**src/rtl/rcs_pkg.sv**
```systemverilog
// Shared types and constants for the nibble-serial subtractor.
// Imported by the controller and the arithmetic slice.
package rcs_pkg;

  typedef enum logic [1:0] {
    IDLE,
    RUN,
    DONE
  } state_t;

  localparam int RCS_SLICE_W = 4;

endpackage

```
**src/rtl/rcs_slice_4bit.sv**
```systemverilog
// Combinational 4-bit ripple-borrow subtractor slice.
// Computes {bout, diff} = a - b - bin.
module rcs_slice_4bit
  import rcs_pkg::*;
(
  input  logic [RCS_SLICE_W-1:0] a,
  input  logic [RCS_SLICE_W-1:0] b,
  input  logic                   bin,
  output logic [RCS_SLICE_W-1:0] diff,
  output logic                   bout
);

  logic [RCS_SLICE_W:0] br;

  always_comb begin
    br    = '0;
    diff  = '0;
    br[0] = bin;
    for (int i = 0; i < RCS_SLICE_W; i++) begin
      diff[i]  = a[i] ^ b[i] ^ br[i];
      br[i+1]  = (~a[i] & b[i])
               | (~(a[i] ^ b[i]) & br[i]);
    end
    bout = br[RCS_SLICE_W];
  end

endmodule

```
**src/rtl/rcs_seq_ctrl.sv**
```systemverilog
// Nibble-serial wide subtractor controller: one slice,
// LSB nibble first, registered borrow chained across cycles.
module rcs_seq_ctrl
  import rcs_pkg::*;
#(
  parameter int NIBBLES = 4
) (
  input  logic                   clk,
  input  logic                   rst,
  input  logic                   start,
  input  logic [4*NIBBLES-1:0]   a,
  input  logic [4*NIBBLES-1:0]   b,
  output logic                   ready,
  output logic                   busy,
  output logic                   done,
  output logic [4*NIBBLES-1:0]   diff,
  output logic                   borrow,
  output logic                   zero
);

  localparam int W  = RCS_SLICE_W * NIBBLES;
  localparam int IW = (NIBBLES > 1) ? $clog2(NIBBLES) : 1;
  localparam logic [IW-1:0] LAST = IW'(NIBBLES - 1);

  state_t state;

  logic [IW-1:0]          idx;
  logic [W-1:0]           a_q;
  logic [W-1:0]           b_q;
  logic [RCS_SLICE_W-1:0] an;
  logic [RCS_SLICE_W-1:0] bn;
  logic [RCS_SLICE_W-1:0] sd;
  logic                   sb;

  always_comb begin
    an = '0;
    bn = '0;
    for (int i = 0; i < NIBBLES; i++) begin
      if (idx == IW'(i)) begin
        an = a_q[i*RCS_SLICE_W +: RCS_SLICE_W];
        bn = b_q[i*RCS_SLICE_W +: RCS_SLICE_W];
      end
    end
  end

  rcs_slice_4bit u_slice (
    .a    (an),
    .b    (bn),
    .bin  (borrow),
    .diff (sd),
    .bout (sb)
  );

  always_ff @(posedge clk) begin
    if (rst) begin
      state  <= IDLE;
      idx    <= '0;
      a_q    <= '0;
      b_q    <= '0;
      diff   <= '0;
      borrow <= 1'b0;
    end else begin
      unique case (state)
        IDLE, DONE: begin
          if (start) begin
            a_q    <= a;
            b_q    <= b;
            diff   <= '0;
            borrow <= 1'b0;
            idx    <= '0;
            state  <= RUN;
          end else begin
            state  <= IDLE;
          end
        end
        RUN: begin
          for (int i = 0; i < NIBBLES; i++) begin
            if (idx == IW'(i))
              diff[i*RCS_SLICE_W +: RCS_SLICE_W] <= sd;
          end
          borrow <= sb;
          if (idx == LAST) begin
            idx   <= '0;
            state <= DONE;
          end else begin
            idx   <= idx + 1'b1;
          end
        end
        default: state <= IDLE;
      endcase
    end
  end

  assign ready = (state != RUN);
  assign busy  = (state == RUN);
  assign done  = (state == DONE);
  assign zero  = ~|diff;

endmodule

```
**config.mk**
```make
export PLATFORM = sky130hd
export DESIGN_NAME = rcs_seq_ctrl
export DESIGN_NICKNAME = d
export VERILOG_FILES = /design/src/rtl/rcs_pkg.sv /design/src/rtl/rcs_slice_4bit.sv /design/src/rtl/rcs_seq_ctrl.sv
export SDC_FILE = /design/constraint.sdc
export NUM_CORES = 1
export LEC_CHECK = 0
export CAP_MARGIN = 0
export CORE_ASPECT_RATIO = 0.5
export CORE_MARGIN = 4
export CORE_UTILIZATION = 53
export DETAILED_ROUTE_END_ITERATION = 8
export GPL_TIMING_DRIVEN = 0
export PLACE_DENSITY_LB_ADDON = 0.1
export REMOVE_ABC_BUFFERS = 1
export SETUP_SLACK_MARGIN = 0.05
export SLEW_MARGIN = 10
export SYNTH_ARGS = -nofsm -noshare
export SYNTH_HDL_FRONTEND = slang
export SYNTH_SLANG_ARGS = --single-unit
```
**constraint.sdc**
```tcl
create_clock -name clk -period 9.2 [get_ports clk]
set_clock_uncertainty 0.1 [all_clocks]
set_input_delay 1.84 -clock clk [delete_from_list [all_inputs] [get_ports clk]]
set_output_delay 1.84 -clock clk [all_outputs]
set_load 0.01 [all_outputs]
```
# After elaboration in Yosys (flattened, before gate mapping)
# Index checks and enable logic that the tools add are counted.
# W data, S select, Z words.
dict set report op_classes {
  bitwise_logic 28
  addsub 1
  muxes 22
  n_eq_ne 11
  reduce_logical 12
}
# operator count
set ops {}
lappend ops {{$mux W4} 12}
lappend ops {{$pmux W16 S2} 1}
lappend ops {{$mux W16} 1}
lappend ops {{$reduce_or A16 Y1} 1}
lappend ops {{$reduce_and A3 Y1} 4}
lappend ops {{$ne A2 B1 Y1 const B} 5}
lappend ops {{$and A1 B1 Y1} 8}
lappend ops {{$not A1 Y1} 8}
lappend ops {{$pmux W2 S2} 2}
lappend ops {{$xor A1 B1 Y1} 8}
lappend ops {{$eq A2 B2 Y1 const B} 3}
lappend ops {{$mux W2} 3}
lappend ops {{$eq A2 B1 Y1 const B} 2}
lappend ops {{$logic_not A2 Y1} 2}
lappend ops {{$or A1 B1 Y1} 4}
lappend ops {{$reduce_and A2 Y1} 2}
lappend ops {{$add A2 B1 Y2 const B} 1}
lappend ops {{$mux W1} 2}
lappend ops {{$ne A2 B2 Y1 const B} 1}
lappend ops {{$pmux W1 S2} 1}
lappend ops {{$reduce_bool A2 Y1} 1}
lappend ops {{$reduce_or A2 Y1} 1}
lappend ops {{$logic_not A1 Y1} 1}
dict set report totals {
  reg_bits 53
  elab_cells 83
  input_bits 35
  output_inout_bits 21
}

# Logic depth before layout (Yosys ltp)
# Gate-level depths: netlist (run 1).
dict set report depth {
  ltp_word 16
  depth_mapped 14
}

# Cells and area by module
# A second synthesis (run 1) with hierarchy kept.
dict set report unflattened {
  hier_cells 300
  area_unflattened_um2 2413.6
}
# module n_inst cells_per_inst area_per_inst_um2 seq_area_each_um2
set by_module_without_submodules {}
lappend by_module_without_submodules {rcs_seq_ctrl 1 286 2296.0 1061.0}
lappend by_module_without_submodules {rcs_slice_4bit 1 14 117.6 0.0}

# Worst setup path after synthesis (run 1)
# Ideal clock, no wire load.
dict set report synth_timing {
  kind {reg2reg}
  start {register idx[0]}
  end {register diff[11]}
  arrival_time_ns 3.230
  stages_incl_launch_ff 15
  path_buffers 1
  setup_time_ns 0.065
  required_ns 9.035
  setup_slack_ns 5.805
  cell_sequence {dfxtp_1 inv_1 ha_1 nor2b_1 buf_2 a221o_1 a22oi_1 fa_1 inv_1 fa_1 fa_1 fa_1 nor4bb_1 a31oi_1 nor2_1}
}
dict set report synth_between {
  elab_chain_cells 16
}
# item line_no
set synth_rtl {}
lappend synth_rtl {{from (decl)} rcs_seq_ctrl.sv:27} ;# logic [IW-1:0] idx;
lappend synth_rtl {{from (signal assigned)} rcs_seq_ctrl.sv:86} ;# idx <= idx + 1'b1;
lappend synth_rtl {{$logic_not A2 Y1} rcs_seq_ctrl.sv:39} ;# if (idx == IW'(i)) begin
lappend synth_rtl {{$mux W4 (4 in a row)} rcs_seq_ctrl.sv:39}
lappend synth_rtl {{$xor A1 B1 Y1} rcs_slice_4bit.sv:22} ;# | (~(a[i] ^ b[i]) & br[i]);
lappend synth_rtl {{$not A1 Y1} rcs_slice_4bit.sv:22}
lappend synth_rtl {{$and A1 B1 Y1} rcs_slice_4bit.sv:22}
lappend synth_rtl {{$or A1 B1 Y1} rcs_slice_4bit.sv:22}
lappend synth_rtl {{$and A1 B1 Y1} rcs_slice_4bit.sv:22}
lappend synth_rtl {{$or A1 B1 Y1} rcs_slice_4bit.sv:22}
lappend synth_rtl {{$and A1 B1 Y1} rcs_slice_4bit.sv:22}
lappend synth_rtl {{$or A1 B1 Y1} rcs_slice_4bit.sv:22}
lappend synth_rtl {{$xor A1 B1 Y1} rcs_slice_4bit.sv:20} ;# diff[i] = a[i] ^ b[i] ^ br[i];
lappend synth_rtl {{$mux W4} rcs_seq_ctrl.sv:78} ;# if (idx == IW'(i))
lappend synth_rtl {{$pmux W16 S2} rcs_seq_ctrl.sv:63} ;# unique case (state)
lappend synth_rtl {{to (signal assigned)} rcs_seq_ctrl.sv:60} ;# diff <= '0;
lappend synth_rtl {{to (signal assigned)} rcs_seq_ctrl.sv:68} ;# diff <= '0;
lappend synth_rtl {{to (signal, indexed assignment)} rcs_seq_ctrl.sv:79} ;# diff[i*RCS_SLICE_W +: RCS_SLICE_W] <= sd;
lappend synth_rtl {{to (decl)} rcs_seq_ctrl.sv:16} ;# output logic [4*NIBBLES-1:0] diff,
# Several ways; a longest one is shown, not always the timed one. The select of a mux whose other input is x is not followed.
# A chain may end at the register's enable or synchronous reset.

# Worst setup path after layout (run 1)
dict set report layout_timing {
  start {register idx[1]}
  end {register diff[7]}
}
# The elaborated chain is that of the path after synthesis.

==> results of run 1 <==
routing by layer:
metal | GRT usage (%) | vias up | part of all wire, %
li1 | - | 1081 | -
met1 | 26.8 | 989 | 44
met2 | 33.5 | 73 | 49
met3 | 4.88 | 2 | 6.9
met4 | 2.58 | 0 | 0.14
met5 | 0 | - | 0
placed cells by master, fill, tap and decap left out, types with 2 or more instances in the layout:
master,instances
sky130_fd_sc_hd__clkdlybuf4s50_1,54
sky130_fd_sc_hd__a221oi_1,4
sky130_fd_sc_hd__a22oi_1,4
sky130_fd_sc_hd__nand2b_1,5
sky130_fd_sc_hd__a31oi_1,10
sky130_fd_sc_hd__o32ai_1,3
sky130_fd_sc_hd__dfxtp_1,53
sky130_fd_sc_hd__a221o_1,4
sky130_fd_sc_hd__nand3_1,8
sky130_fd_sc_hd__nor4bb_1,8
sky130_fd_sc_hd__buf_12,2
sky130_fd_sc_hd__nor2_1,12
sky130_fd_sc_hd__clkbuf_8,5
sky130_fd_sc_hd__nor2b_1,6
sky130_fd_sc_hd__inv_1,9
sky130_fd_sc_hd__nand3b_1,3
sky130_fd_sc_hd__a21oi_1,41
sky130_fd_sc_hd__fa_1,4
sky130_fd_sc_hd__o31ai_1,4
sky130_fd_sc_hd__nor4_1,4
sky130_fd_sc_hd__ha_1,4
sky130_fd_sc_hd__nand2_1,71
where the power goes:
group	total [µW]	internal [µW]	switching [µW]
registers	249	241	8.19
logic	104	50.8	53.4
clock network	132	54.2	78.2
cell type report:
| class | instances | area share (%) |
|---|---|---|
| Timing Repair Buffer | 58 | 19.7 |
| Tap cell | 54 | 2.21 |
| Multi-Input combinational cell | 203 | 39.1 |
| Inverter | 10 | 1.23 |
| Sequential cell | 53 | 34.8 |
| Clock buffer | 5 | 2.26 |
| Clock inverter | 3 | 0.697 |
per-stage QoR:
stage	area [µm²]	worst slack, ps
after floorplan	2290	5620
after global placement	2910	4570
after detailed placement	2960	4900
after CTS	3050	4870
after global routing	3050	4560
final	3050	4830
Yosys cell counts, drive strengths merged (3+ instances only):
cell type	count	area, µm²
a22oi	4	30.0
clkbuf	12	45.0
a31oi	10	62.6
buf	12	71.3
ha	4	50.1
o31ai	4	30.0
a221oi	4	35.0
nor4bb	8	80.1
fa	4	80.1
nand2	71	267
nor4	4	25.0
a21oi	41	205
nand3b	3	22.5
nor2	12	45.0
a221o	4	40.0
o32ai	4	42.6
inv	10	37.5
nor2b	7	43.8
dfxtp	53	1060
nand2b	6	37.5
nand3	8	40.0
sequential cells by signal (all words and copies together) (netlist names):
name and count:
a_q 16, b_q 16, borrow 1, diff 16, idx 2, state 2
logic make-up after synthesis:
logic type | Yosys count
AND/OR/NAND/NOR | 122
AO/OA/AOI/OAI | 72
flip-flops | 53
buffers and inverters | 34
adder cells (fa/ha/maj) | 8
multiplexers | 1
worst register-to-register path, stage by stage (launching register included):
cell and delay [ps]:
sky130_fd_sc_hd__dfxtp_1 380, sky130_fd_sc_hd__inv_1 80, sky130_fd_sc_hd__ha_1 390, sky130_fd_sc_hd__nor2b_1 640, sky130_fd_sc_hd__a221oi_1 180, sky130_fd_sc_hd__o31ai_1 440
sky130_fd_sc_hd__fa_1 250, sky130_fd_sc_hd__inv_1 50, sky130_fd_sc_hd__fa_1 380, sky130_fd_sc_hd__fa_1 390, sky130_fd_sc_hd__fa_1 550, sky130_fd_sc_hd__nor4bb_1 330
sky130_fd_sc_hd__a31oi_1 70, sky130_fd_sc_hd__nor2_1 100
how the worst max path moves through the flow:
stage | from | slack (ps) | to
after floorplan | start | 5620 | diff[13]
after global placement | start | 4570 | diff[13]
after detailed placement | idx[1] | 4900 | diff[7]
after CTS | idx[1] | 4870 | diff[7]
after global routing | idx[1] | 4560 | diff[7]
final | idx[1] | 4830 | diff[7]
==> results.json, run 1 <==
{
  "status": "finished clean",
  "power.density_nw_per_um2": 159,
  "synthesized_flop_and_latch_total": 53,
  "yosys-mux-area-fraction_pct": 0.625,
  "worstPathMaxFanout": 14,
  "timing.critical_path.slowest_stage_cell": "sky130_fd_sc_hd__nor2b_1",
  "min_delay_path_depth": 2,
  "synth-xor-area-share_pct": 0,
  "power.ir.vdd_worst_v": 0.0000771,
  "max_clock_freq_mhz": 229,
  "crit_type": "register to register",
  "portBuffers": 55,
  "starting_density_of_the_core_pct": 58.3,
  "slew_violations": 0,
  "clockBufferDepth": 2,
  "clk_pin_slew_ps": 100,
  "floorplan.io_pins": 56,
  "synthAdderAreaFrac_pct": 5.41,
  "cts_num_sinks": 53,
  "hold_ws_ps": 361,
  "route.vias.total": 2145,
  "die_width_um": 103,
  "crit_buf_inv": 2,
  "drt-pass1-iter-count": 4,
  "synth_top_family_by_area": "simple AND/OR/NAND/NOR gates",
  "multi_input_gate_area_in_the_final_layout_um2": 1190,
  "fp.coreArea_um2": 4120,
  "synth.yosys.seq_area_share_pct": 44.1,
  "setup_total_negative_slack_ps": 0,
  "postCtsSetupBuffers": 0,
  "slowest_delay_ps": 630,
  "number_of_buffers_created_by_cts": 5,
  "post-dp-hpwl_um": 4090,
  "worst_path_cell_chain": "inv_1 -> ha_1 -> nor2b_1 -> a221oi_1 -> o31ai_1 -> fa_1 -> inv_1 -> fa_1 -> fa_1 -> fa_1 -> nor4bb_1 -> a31oi_1 -> nor2_1",
  "clkLatencyLatePin_ps": 310,
  "area_delta_synth_final_pct": 26.9,
  "final-instance-count-excl-fill": 386,
  "antenna_cells": 0,
  "yosys_warnings": 0,
  "synth.avg_cell_area_um2": 8.29,
  "pin_count_of_the_biggest_net_entering_global_routing": 37,
  "proportion_of_synthesized_flip_flops_having_asynchronous_set_or_reset_pct": 0,
  "ant_nets": 0,
  "cellLeakagePower_uw": 0.00108,
  "detail_route.iter0.violations": 112,
  "final_wirelength_um": 5710,
  "worstPathRequired_ps": 9350,
  "timing.final.hold_violations": 0,
  "grt_pass1_wl_um": 9280,
  "avgViaCountPerCell": 5.56,
  "drc_errors": 0,
  "min_delay_worst_endpoint": "a_q[9]",
  "postCtsResizedCells": 0,
  "htree_levels": 2,
  "share_of_the_synthesized_area_in_compound_gates_ao_oa_aoi_oai_pct": 18.8,
  "clock_tree_from_tritoncts": "yes",
  "arrival_time_at_the_worst_endpoint_ps": 4520,
  "worst-r2r-cell-count": 13,
  "maxCapViolCount": 0,
  "synthSimpleGateAreaFrac_pct": 24.6,
  "cts-hold-fix-buffers": 0,
  "place.gp.congestion": 0.752,
  "die_height_um": 55.6,
  "dieArea_um2": 5740,
  "root_buffer": "sky130_fd_sc_hd__clkbuf_8",
  "critical_path.top_delay_family": "adder cells",
  "synth-edff-count": 0,
  "crit_path_end_kind": "register",
  "reg_to_reg_setup_timing_slack_ps": 4830,
  "timing.critical_path.from_type": "register",
  "rows": 16,
  "slew_headroom_pct": 50.9,
  "wl_per_cell_um": 14.8,
  "nFillCells": 330,
  "setup_repair_after_global_routing_missed_its_margin": "false",
  "final_period_minus_worst_setup_slack_ps": 4370,
  "crit_cells": 13,
  "synthesis.area_um2": 2400,
  "first_global_vias": 1993,
  "rr_startpoint": "idx[1]",
  "holdCritStartpoint": "a_q[9]",
  "layout_worst_path_cycle_share_pct": 47.5,
  "postSynth.topFlopCell": "sky130_fd_sc_hd__dfxtp_1",
  "worst_slew_pin_slew_ps": 736,
  "layout-drive-gt1-share_pct": 5.42,
  "synth.lib_cells_used.distinct": 31,
  "gr-usage-all-layers_pct": 20.0,
  "hold_class": "register to register",
  "number_of_antenna_violations_at_the_first_check_in_global_routing": 0,
  "layout.nets": 374,
  "global_route.overflow_total": 0,
  "setup_viol": 0,
  "final_core_util_pct": 74.0,
  "placed_cell_count": 378,
  "register_area_um2": 1060,
  "power.total_uw": 486,
  "critical_path.reg2reg.endpoint": "diff[7]",
  "gate_count_after_technology_mapping": 290,
  "timing.critical_path.mode_cell": "sky130_fd_sc_hd__fa_1"
}
(Power assumes the default switching activity.)
==> run 2: changes to the inputs <==
- CORE_UTILIZATION: 53 -> 45
- clock period: 9.2 -> 3.6 ns (I/O delays scaled with it)
==> run 2 against run 1 <==
Power rose to 2.8 times the previous value; sequential share of layout area shrank 1.9 points; critical path depth is the same; wire length grew 4.4%; sequential power grew to 2.6 times the previous value; non-clock buffer count rose by 8; die area is 16% higher; via count rose by 1.3%; critical endpoint is now diff[11]; largest cell class unchanged.
==> results.json, run 2 (same netlist as run 1, synthesis figures left out) <==
{
  "status": "finished clean",
  "power.density_nw_per_um2": 415,
  "setup_ws_ps": 149,
  "sequentialPowerShare_pct": 47.3,
  "die_width_um": 111,
  "layout.nets": 382,
  "area_delta_synth_final_pct": 35.0,
  "multi_input_gate_area_in_the_final_layout_um2": 1270,
  "ant_nets": 0,
  "detail_route.iter0.violations": 92,
  "critical_path.top_delay_family": "adder cells",
  "detailroute.wirelength.met3_um": 329,
  "slew_headroom_pct": 66.4,
  "power.internal_uw": 976,
  "starting_density_of_the_core_pct": 47.6,
  "worstPathMaxFanout": 5,
  "p_clk_share_pct": 30.5,
  "worst_path_cell_chain": "inv_4 -> ha_4 -> nor2b_4 -> a221o_1 -> a22oi_2 -> fa_2 -> inv_1 -> fa_2 -> fa_2 -> fa_2 -> nor4bb_2 -> a31oi_1 -> nor2_1",
  "number_of_antenna_violations_at_the_first_check_in_global_routing": 0,
  "timing.final.hold_violations": 0,
  "number_of_buffers_created_by_cts": 5,
  "die_height_um": 59.7,
  "maxCapViolCount": 0,
  "slew_violations": 0,
  "drt-pass1-iter-count": 4,
  "timing.critical_path.mode_cell": "sky130_fd_sc_hd__fa_2",
  "max_clock_freq_mhz": 290,
  "cellLeakagePower_uw": 0.00115,
  "layout-drive-gt1-share_pct": 12.6,
  "gr-usage-all-layers_pct": 17.4,
  "cts_num_sinks": 53,
  "place.gp.congestion": 0.795,
  "floorplan.io_pins": 56,
  "worstPathRequired_ps": 3750,
  "layout_worst_path_cycle_share_pct": 95.9,
  "slowest_delay_ps": 560,
  "timing.critical_path.from_type": "register",
  "root_buffer": "sky130_fd_sc_hd__clkbuf_8",
  "first_global_vias": 1983,
  "crit_type": "register to register",
  "final_core_util_pct": 64.3,
  "layout.cells.most_common": "sky130_fd_sc_hd__nand2_1",
  "wl_per_cell_um": 14.6,
  "detailedPlace.worstSlack_ps": -736,
  "largestRegisters": "a_q (16), b_q (16), diff (16)",
  "crit_path_end_kind": "register",
  "sw_frac_of_total_pct": 27.6,
  "crit_cells": 13,
  "rr_startpoint": "idx[0]",
  "global_route.overflow_total": 0,
  "fp.coreArea_um2": 5040,
  "worst_slew_pin_slew_ps": 501,
  "clkLatencyLatePin_ps": 310,
  "crit_buf_inv": 2,
  "crit_end": "diff[11]",
  "htree_levels": 2,
  "post-dp-hpwl_um": 4030,
  "comb_power_share_pct": 22.3,
  "setup_total_negative_slack_ps": 0,
  "clk_pin_slew_ps": 100,
  "grt_pass1_wl_um": 9340,
  "pin_count_of_the_biggest_net_entering_global_routing": 37,
  "arrival_time_at_the_worst_endpoint_ps": 3600,
  "dieArea_um2": 6650,
  "met2_wirelength_um": 2800,
  "mostFrequentLayoutCells": "sky130_fd_sc_hd__nand2_1 (71), sky130_fd_sc_hd__clkdlybuf4s50_1 (54), sky130_fd_sc_hd__dfxtp_1 (51)",
  "clock_tree_from_tritoncts": "yes",
  "setup_repair_after_global_routing_missed_its_margin": "true",
  "worst-r2r-cell-count": 13,
  "route.vias.total": 2172,
  "critical_path.reg2reg.endpoint": "diff[11]",
  "routedLengthMet1_um": 2780,
  "hold_ws_ps": 360,
  "register_area_um2": 1070,
  "cts-hold-fix-buffers": 0,
  "final_period_minus_worst_setup_slack_ps": 3450,
  "portBuffers": 55,
  "clockBufferDepth": 2,
  "drc_errors": 0,
  "final_wirelength_um": 5970,
  "power.ir.vdd_worst_v": 0.000234,
  "reg_to_reg_setup_timing_slack_ps": 150,
  "antenna_cells": 0,
  "nFillCells": 449,
  "power.net_switching_uw": 372,
  "rows": 18,
  "highest_layer": "met4",
  "avgViaCountPerCell": 5.30,
  "timing.critical_path.slowest_stage_cell": "sky130_fd_sc_hd__fa_2",
  "crit_start": "idx[0]",
  "hold_class": "register to register",
  "setup_viol": 0
}
run 2: cell count changes in the layout (fill, tap and decap cells not counted), sizes merged:
cell    change
buf         +8
bufinv      +1
inv         -1
run 2: per-stage QoR:
step	total power [µW]	cells	cell area [µm²]
finish	1350	410	3250
global route	1410	410	3250
CTS	1340	403	3150
detailed placement	917	394	2980
global placement	902	391	2930
floorplan	787	266	2290
run 2: final cells by class:
cell class                 count  area share (%)
multi-input combinational    203            39.2
sequential                    53            32.9
clock buffer                   5            2.12
timing repair buffer          66            20.4
clock inverter                 3            1.43
inverter                      10            1.23
tap                           70            2.70
run 2: worst min-delay path by stage:
stage	from	end	slack [ps]	cells past startpoint
4_1_cts	a_q[6]	a_q[6]	360	2
3_3_place_gp	b_q[15]	b_q[15]	340	2
6_report	a_q[9]	a_q[9]	360	2
2_1_floorplan	a_q[0]	a_q[0]	330	2
3_5_place_dp	a_q[6]	a_q[6]	350	2
5_1_grt	b_q[13]	b_q[13]	390	2
run 2: worst min-delay path, delay by kind of cell, from the launching register on:
family	cells	cell delay, ps
AOI/OAI and AO/OA	1	50
and+or+nand+nor	1	50
DFF	1	320
run 2: power groups by stage:
stage | combinational, µW | sequential (µW) | clock [µW]
2_1_floorplan | 139 | 648 | 0
3_3_place_gp | 253 | 648 | 0
3_5_place_dp | 267 | 650 | 0
4_1_cts | 281 | 637 | 418
5_1_grt | 325 | 642 | 443
6_report | 300 | 637 | 411
run 2: what timing repair did:
item                                    CTS  global route
pin swaps                                 1             7
resized for setup                        12            12
endpoints found under the setup margin   11             3
gates cloned                              0             0
endpoints found under the hold margin     0             0
buffers inserted                          1             7
run 2: per-layer routing:
metal	track usage (%)	up-vias
met3	4.65	8
met2	30.9	49
li1	-	1100
met5	0	-
met1	21.8	1015
met4	3.99	0
==> run 3: changes to the inputs <==
- CORE_ASPECT_RATIO: 0.5 -> 1.25
- CORE_MARGIN: 4 -> unset
- SKIP_LAST_GASP: unset -> 1
==> run 3 against run 2 <==
Critical path depth unchanged; non-clock buffer count down 3; flip-flop and latch count unchanged; fmax up 1.3%; wire length down 6.5%; sequential power about the same; hold slack worse by 1.4 ps; clock-buffer cell count unchanged; global-route usage up 4.4 points; combinational power down 3%; via count down 0.18%; critical endpoint is now diff[7]; largest power group unchanged.
==> results.json, run 3 (same netlist as run 1, synthesis figures left out) <==
{
  "slew_headroom_pct": 62.0,
  "clkLatencyLatePin_ps": 310,
  "grt_pass1_wl_um": 9400,
  "clockBufferDepth": 2,
  "number_of_buffers_created_by_cts": 5,
  "mostFrequentLayoutCells": "sky130_fd_sc_hd__nand2_1 (71), sky130_fd_sc_hd__clkdlybuf4s50_1 (54), sky130_fd_sc_hd__dfxtp_1 (51)",
  "cts_num_sinks": 53,
  "cellLeakagePower_uw": 0.00115,
  "pin_count_of_the_biggest_net_entering_global_routing": 35,
  "die_width_um": 67.4,
  "clock_tree_from_tritoncts": "yes",
  "max_clock_freq_mhz": 293,
  "layout.cells.most_common": "sky130_fd_sc_hd__nand2_1",
  "starting_density_of_the_core_pct": 47.0,
  "avgViaCountPerCell": 5.43,
  "detailedPlace.worstSlack_ps": -667,
  "clk_pin_slew_ps": 100,
  "setup_repair_after_global_routing_missed_its_margin": "false",
  "hold_ws_ps": 358,
  "first_global_vias": 2001,
  "layout_worst_path_cycle_share_pct": 94.7,
  "crit_path_end_kind": "register",
  "floorplan.io_pins": 56,
  "layout-drive-gt1-share_pct": 11.6,
  "slowest_delay_ps": 640,
  "rows": 29,
  "detail_route.iter0.violations": 122,
  "root_buffer": "sky130_fd_sc_hd__clkbuf_8",
  "crit_type": "register to register",
  "route.vias.total": 2168,
  "antenna_cells": 0,
  "worst_slew_pin_slew_ps": 569,
  "timing.critical_path.slowest_stage_cell": "sky130_fd_sc_hd__fa_2",
  "power.density_nw_per_um2": 433,
  "timing.critical_path.from_type": "register",
  "nFillCells": 471,
  "die_height_um": 83.7,
  "final_period_minus_worst_setup_slack_ps": 3410,
  "post-dp-hpwl_um": 3710,
  "worst_path_cell_chain": "inv_4 -> ha_4 -> nor2b_4 -> a221oi_2 -> o31ai_2 -> fa_2 -> inv_1 -> fa_1 -> fa_2 -> fa_2 -> nor4bb_1 -> a31oi_1 -> nor2_1",
  "fp.coreArea_um2": 5120,
  "slew_violations": 0,
  "drt-pass1-iter-count": 4,
  "global_route.overflow_total": 0,
  "drc_errors": 0,
  "power.ir.vdd_worst_v": 0.000378,
  "worstPathRequired_ps": 3690,
  "arrival_time_at_the_worst_endpoint_ps": 3490,
  "hold_class": "register to register",
  "maxCapViolCount": 0,
  "number_of_antenna_violations_at_the_first_check_in_global_routing": 0,
  "gr-usage-all-layers_pct": 21.9,
  "setup_total_negative_slack_ps": 0,
  "ant_nets": 0,
  "final_wirelength_um": 5580,
  "wl_per_cell_um": 14.0,
  "setup_ws_ps": 193,
  "largestRegisters": "a_q (16), b_q (16), diff (16)",
  "timing.critical_path.mode_cell": "sky130_fd_sc_hd__fa_2",
  "status": "finished clean",
  "final_core_util_pct": 63.3,
  "portBuffers": 55,
  "layout.nets": 379,
  "dieArea_um2": 5640,
  "timing.final.hold_violations": 0,
  "placed_cell_count": 386,
  "htree_levels": 2,
  "final-instance-count-excl-fill": 399,
  "setup_viol": 0,
  "area_delta_synth_final_pct": 34.8,
  "place.gp.congestion": 0.742,
  "worstPathMaxFanout": 6
}
run 3: cell type report:
cell class | count | area (µm²) | area share (%)
Inverter | 10 | 42.5 | 1.31
Sequential cell | 53 | 1070 | 33.0
Clock buffer | 5 | 68.8 | 2.12
Multi-Input combinational cell | 203 | 1270 | 39.2
Clock inverter | 3 | 65.1 | 2.01
Tap cell | 62 | 77.6 | 2.39
Timing Repair Buffer | 63 | 646 | 19.9
run 3: worst paths after layout:
check | start | to | slack, ps | cells past startpoint
setup reg to reg | idx[0] | diff[7] | 190 | 13
setup / recovery | idx[0] | diff[7] | 190 | 13
hold reg to reg | b_q[4] | b_q[4] | 360 | 2
hold / removal | b_q[4] | b_q[4] | 360 | 2
run 3: metal layers:
metal  share of wire, %  track usage [%]  vias up
met3                3.6             3.69       11
li1                   -                -     1094
met2                 52             36.7       62
met4                1.4             6.38        0
met5                  0                0        -
met1                 43             28.0     1001
run 3: per-stage QoR:
stage	power [µW]	instance area, µm²
floorplan	787	2290
global placement	902	2920
detailed placement	915	2980
CTS	1400	3160
global route	1470	3240
finish	1400	3240
run 3: worst max-delay path: cells and delay by family (launching register included):
kind | cells | cell delay [ps]
buffers and inverters | 2 | 130
and+or+nand+nor | 3 | 330
AOI/OAI and AO/OA | 3 | 550
DFF | 1 | 390
adders and majority gates | 5 | 1780
run 3: timing repair:
action / 4_1_cts / 5_1_grt
pin swaps: 2 / 5
hold buffers: 0 / 0
resized for setup: 9 / 15
buffers inserted: 2 / 3
endpoints found under the hold margin: 0 / 0
setup endpoints to repair: 10 / 4
run 3: where the power goes:
part / internal (µW) / switching [µW]
registers: 615 / 21.9
logic: 149 / 143
clock network: 276 / 198
total: 1040 / 363
